<file path="src/rtl/inst_issue_fifo.sv">
// Dual-ported instruction issue queue between fetch and the two decode pipelines.
// Fetch pushes up to two instructions per cycle. The two oldest entries are presented
// show-ahead: slot 1 feeds the master pipeline and slot 2 feeds the slave pipeline_beta.
// Issue pops 0, 1 or 2 entries per cycle. Flush discards everything in one cycle.
module inst_issue_fifo #(
  parameter int unsigned DEPTH = 16,
  localparam int unsigned PTR_W = $clog2(DEPTH)
) (
  input  logic             clk,
  input  logic             rst,
  input  logic             flush,
  input  logic             write_en1,
  input  logic             write_en2,
  input  logic [31:0]      write_inst1,
  input  logic [31:0]      write_pc1,
  input  logic [31:0]      write_inst2,
  input  logic [31:0]      write_pc2,
  input  logic             read_en1,
  input  logic             read_en2,
  output logic [31:0]      read_inst1,
  output logic [31:0]      read_pc1,
  output logic             read_valid1,
  output logic [31:0]      read_inst2,
  output logic [31:0]      read_pc2,
  output logic             read_valid2,
  output logic             full,
  output logic             empty,
  output logic [PTR_W:0]   count
);

  localparam int unsigned CntW = PTR_W + 1;

  // Storage is split so each entry's inst and pc are written together.
  logic [31:0]      mem_inst_q [DEPTH];
  logic [31:0]      mem_pc_q   [DEPTH];

  logic [PTR_W-1:0] head_q, head_d;
  logic [PTR_W-1:0] tail_q, tail_d;
  logic [CntW-1:0]  count_q, count_d;

  logic [PTR_W-1:0] head_nxt;
  logic [PTR_W-1:0] tail_nxt;
  logic [1:0]       push_num;
  logic [1:0]       pop_num;
  logic             wr_ok;
  logic             wr_first;
  logic             wr_second;

  // Flags come from the registered count only, so a same-cycle pop never unblocks a write.
  always_comb begin
    full  = (count_q > CntW'(DEPTH - 2));
    empty = (count_q == '0);
  end

  // Pointer successors wrap naturally because DEPTH is a power of two.
  always_comb begin
    head_nxt = head_q + PTR_W'(1);
    tail_nxt = tail_q + PTR_W'(1);
  end

  // Decide how many entries are pushed and popped this cycle.
  always_comb begin
    wr_ok     = ~full & ~flush;
    wr_first  = wr_ok & write_en1;
    // A lone write_en2 is meaningless: entry 2 always lands behind entry 1.
    wr_second = wr_first & write_en2;
    push_num  = 2'd0;
    if (wr_first) begin
      push_num = wr_second ? 2'd2 : 2'd1;
    end

    pop_num = 2'd0;
    if (read_en1 && (count_q != '0)) begin
      // Slot 2 can only be popped if it was visible at the start of the cycle.
      pop_num = (read_en2 && (count_q >= CntW'(2))) ? 2'd2 : 2'd1;
    end
  end

  // Next-state for pointers and occupancy; flush overrides everything.
  always_comb begin
    head_d  = head_q + PTR_W'(pop_num);
    tail_d  = tail_q + PTR_W'(push_num);
    count_d = count_q + CntW'(push_num) - CntW'(pop_num);
    if (flush) begin
      head_d  = '0;
      tail_d  = '0;
      count_d = '0;
    end
  end

  // Pointer and occupancy registers with asynchronous active-low reset.
  always_ff @(posedge clk or negedge rst) begin
    if (!rst) begin
      head_q  <= '0;
      tail_q  <= '0;
      count_q <= '0;
    end else begin
      head_q  <= head_d;
      tail_q  <= tail_d;
      count_q <= count_d;
    end
  end

  // Entry storage; intentionally not reset since valid-gating hides stale contents.
  always_ff @(posedge clk) begin
    if (wr_first) begin
      mem_inst_q[tail_q] <= write_inst1;
      mem_pc_q[tail_q]   <= write_pc1;
    end
    if (wr_second) begin
      mem_inst_q[tail_nxt] <= write_inst2;
      mem_pc_q[tail_nxt]   <= write_pc2;
    end
  end

  // Show-ahead read ports; an empty slot reads as NOP at pc 0.
  always_comb begin
    read_valid1 = (count_q >= CntW'(1));
    read_valid2 = (count_q >= CntW'(2));
    read_inst1  = read_valid1 ? mem_inst_q[head_q]   : 32'd0;
    read_pc1    = read_valid1 ? mem_pc_q[head_q]     : 32'd0;
    read_inst2  = read_valid2 ? mem_inst_q[head_nxt] : 32'd0;
    read_pc2    = read_valid2 ? mem_pc_q[head_nxt]   : 32'd0;
    count       = count_q;
  end

endmodule

</file>
<file path="config.mk">
export PLATFORM = sky130hd
export DESIGN_NAME = inst_issue_fifo
export DESIGN_NICKNAME = d
export VERILOG_FILES = /design/src/rtl/inst_issue_fifo.sv
export SDC_FILE = /design/constraint.sdc
export NUM_CORES = 2
export LEC_CHECK = 0
export BUFFER_PORTS_ARGS = -buffer_cell sky130_fd_sc_hd__buf_2
export CELL_PAD_IN_SITES_DETAIL_PLACEMENT = 0
export CELL_PAD_IN_SITES_GLOBAL_PLACEMENT = 1
export CORE_MARGIN = 2
export CORE_UTILIZATION = 50
export DETAILED_ROUTE_END_ITERATION = 12
export PLACE_DENSITY = 0.74
export SYNTH_ARGS = -nofsm -noshare
export SYNTH_HDL_FRONTEND = slang
export SYNTH_SLANG_ARGS = --single-unit
</file>
<file path="constraint.sdc">
create_clock -name clk -period 9.8 [get_ports clk]
set_input_delay 0.49 -clock clk [delete_from_list [all_inputs] [get_ports clk]]
set_output_delay 0.49 -clock clk [all_outputs]
set_load 0.01 [all_outputs]
</file>
==> impl_metrics.csv <==
group,metric,value,unit
route,routedWlPerCell,36.8,um
power,powerDensity,235,mW/mm^2
worst_setup_path,crit_family,"buffers and inverters",
route,drt_iter0_drc,4509,
route,via_count,37000,
route,via_per_inst,7.01,
logic_synthesis,synth_common_cells,"edfxtp_1, mux2_2, mux4_2, mux2i_1, clkbuf_1",
hold_path,holdPathStages,2,
route,drtPass1Iterations,5,
global_routing,grt_pass1_wl,277000,um
logic_synthesis,yosysMostFrequentCell,"edfxtp_1",
floorplanning,fp.dieH,352,um
place,dp.cells,5060,
floorplanning,io_pins,272,
sta,worst_slack,3.74,ns
sta,fmax,0.165,GHz
layout,drive_above_1_share,56.2,%
logic_synthesis,yosys-top-cells-area,"edfxtp_1, mux4_2, mux2_2",
clock_tree,numCtsBuffers,115,
worst_setup_path,reg2reg_depth,8,
worst_setup_path,cp-start-kind,"register",
worst_setup_path,cp_max_fo,57,
status,status,"finished clean",
floorplanning,num_rows,127,
worst_setup_path,ff2ff_setup_slack,4.83,ns
logic_synthesis,async_flop_share,1.25,%
route,wirelength,195000,um
global_routing,grt_busiest_layer,"met2",
sta,hold_viol_final,0,
flow_run,drv_cap,0,
route,ant_nets,0,
floorplanning,die_w,352,um
clock_tree,htree_levels,3,
clock_tree,postCtsHoldBufs,1,
layout,multi_input_area,0.0279,mm^2
power,p_leak,20.7,nW
place,gp_congestion,0.800,
floorplanning,fp.coreArea,0.120,mm^2
worst_setup_path,slowest_delay,1.00,ns
global_routing,grt_max_degree,117,
global_routing,grt_usage,31.5,%
global_routing,grtUsageMet1,43.8,%
floorplanning,die_area,0.124,mm^2
logic_synthesis,yosysTopAreaCell,"edfxtp_1",
sta,worst_hold_slack,0.129,ns
global_routing,antenna_found_initial,37,
sta,min_period,6.06,ns
route,route.detailed.drc,0,
layout,fillers,9261,
global_routing,grt_pass1_vias,38100,
sta,fin_crit_sh,61.8,%
sta,setup-violations-final,0,
layout,areaGrowthSynthToFinish,10.5,%
worst_setup_path,critical_path_depth,7,
worst_setup_path,critPathSlowestCell,"dfrtp_4",
worst_setup_path,cp-end-kind,"output port",
layout,instances_no_fill,5288,
layout,fin_nets,3719,
logic_synthesis,synth.top_cell.area_share,50.9,%
layout,area.sequential,0.0311,mm^2
logic_synthesis,synth_cell_types,42,
sta,rsz0062_at_grt,"no",
worst_setup_path,worstPathArrival,5.57,ns
worst_setup_path,cpMostUsedCell,"buf_4",
clock_tree,post_cts_buffers,0,
sta,slew_headroom,17.7,%
clock_tree,cts-root-buf,"clkbuf_16",
sta,tns,0,ns
sta,final_max_slew_viol_count,0,
power,irDropWorstVdd,0.000283,V
worst_setup_path,required,9.31,ns
clock_tree,clk_pin_slew_worst_paths,0.07,ns
global_routing,use_met3,6.85,%
clock_tree,numClockSinks,1037,
logic_synthesis,ys_seq_area_share,51.4,%
logic_synthesis,synth_nets,3656,
clock_tree,clock_latency,0.74,ns
place,detailed_place_hpwl,104000,um
global_routing,use_met2,49.8,%
global_routing,grt_overflow_total,0,
sta,clock_skew,0.0530,ns
logic_synthesis,synth_ff_type,"edfxtp_1",
layout,post-route-util,55.7,%
clock_tree,cts_tree,"built",
logic_synthesis,syn_inst,3503,
logic_synthesis,syn-cell-area,0.0604,mm^2
logic_synthesis,ys_ff_latch,1037,
clock_tree,cts_resized,0,
clock_tree,cts_buffer_depth,3,
place,port_buffers,271,
worst_setup_path,cp_cell_sequence,"buf_4 -> ha_4 -> buf_4 -> mux4_2 -> mux2i_1 -> o22ai_1 -> buf_2",
place,place_ws,4.47,ns
hold_path,hold_class,"in2reg",
worst_setup_path,critPathKind,"reg2out",
logic_synthesis,avgSynthCellArea,17.3,um^2
sta,worst_pin_slew,1.23,ns
floorplanning,initial_core_util,50.4,%
worst_setup_path,worst-path-buf-inv,3,
logic_synthesis,synth_edf_count,1024,
logic_synthesis,ys_warn_count,0,
==> path summary, 6_finish.rpt <==
kind	from	endpoint
hold / removal	flush	tail_q[2]
setup reg to reg	count[2]	mem_pc_q[2][6]
setup / recovery	head_q[0]	read_inst2[3]
hold reg to reg	tail_q[3]	tail_q[3]
max in group asynchronous	rst	head_q[3]
min in group asynchronous	rst	count[3]
==> power breakdown <==
group	leakage [nW]	internal [mW]	switching, mW	total (mW)
Combinational	9.47	2.89	3.37	6.26
Clock	1.82	2.51	1.84	4.35
Sequential	9.40	4.97	0.129	5.09
==> registers in the layout (all words and copies together), names as in the netlist <==
signal	count
mem_inst_q	512
count	5
tail_q	4
mem_pc_q	512
head_q	4
==> per-stage QoR <==
step / cell area [um^2] / total power [mW]
floorplan: 60400 / 9.47
finish: 66800 / 15.7
global route: 66800 / 16.3
detailed placement: 63000 / 11.4
CTS: 66800 / 15.8
global placement: 63000 / 11.4
==> kinds of logic after synthesis <==
| group | synth area share, % |
|---|---|
| buf+inv | 3.09 |
| xor+xnor | 0.116 |
| fa+ha+maj | 0.422 |
| compound gates | 1.70 |
| mux | 42.7 |
| flops | 51.4 |
| simple gates | 0.580 |
==> placed cells by master, fill, tap and decap left out, types with 4 or more instances in the layout <==
master and instances:
o21bai_4 8, clkbuf_16 118, mux2_2 930, nor2_1 10, bufinv_16 12, nand2b_1 5
mux2_4 49, dfrtp_1 10, mux2_1 45, nor2b_1 11, edfxtp_1 1024, nand2_1 5
ha_1 13, clkinv_1 21, clkbuf_1 28, diode_2 14, buf_4 82, xnor2_1 5
buf_2 271, mux4_2 512, nor3_2 6, o2111ai_1 4, nor2_4 6, mux2i_1 256
clkinv_2 23, o22ai_1 128, clkinvlp_4 5, a21oi_1 6, inv_1 12, o22ai_4 6
fa_1 4
==> metal layers <==
| layer | part of all wire, % | wire length [um] | up-vias |
|---|---|---|---|
| li1 | - | - | 14700 |
| met1 | 39 | 76200 | 19800 |
| met5 | 0.13 | 253 | - |
| met3 | 10 | 20300 | 389 |
| met4 | 3.0 | 5830 | 38 |
| met2 | 47 | 92000 | 2179 |
==> cell type report <==
cell class	instances	area share, %
Inverter	13	0.0730
Tap cell	1612	3.02
Clock inverter	67	1.00
Timing Repair Buffer	357	3.06
Multi-Input combinational cell	2042	41.7
Sequential cell	1037	46.5
Antenna cell	14	0.0524
Clock buffer	146	4.58
(Power assumes the default switching activity.)
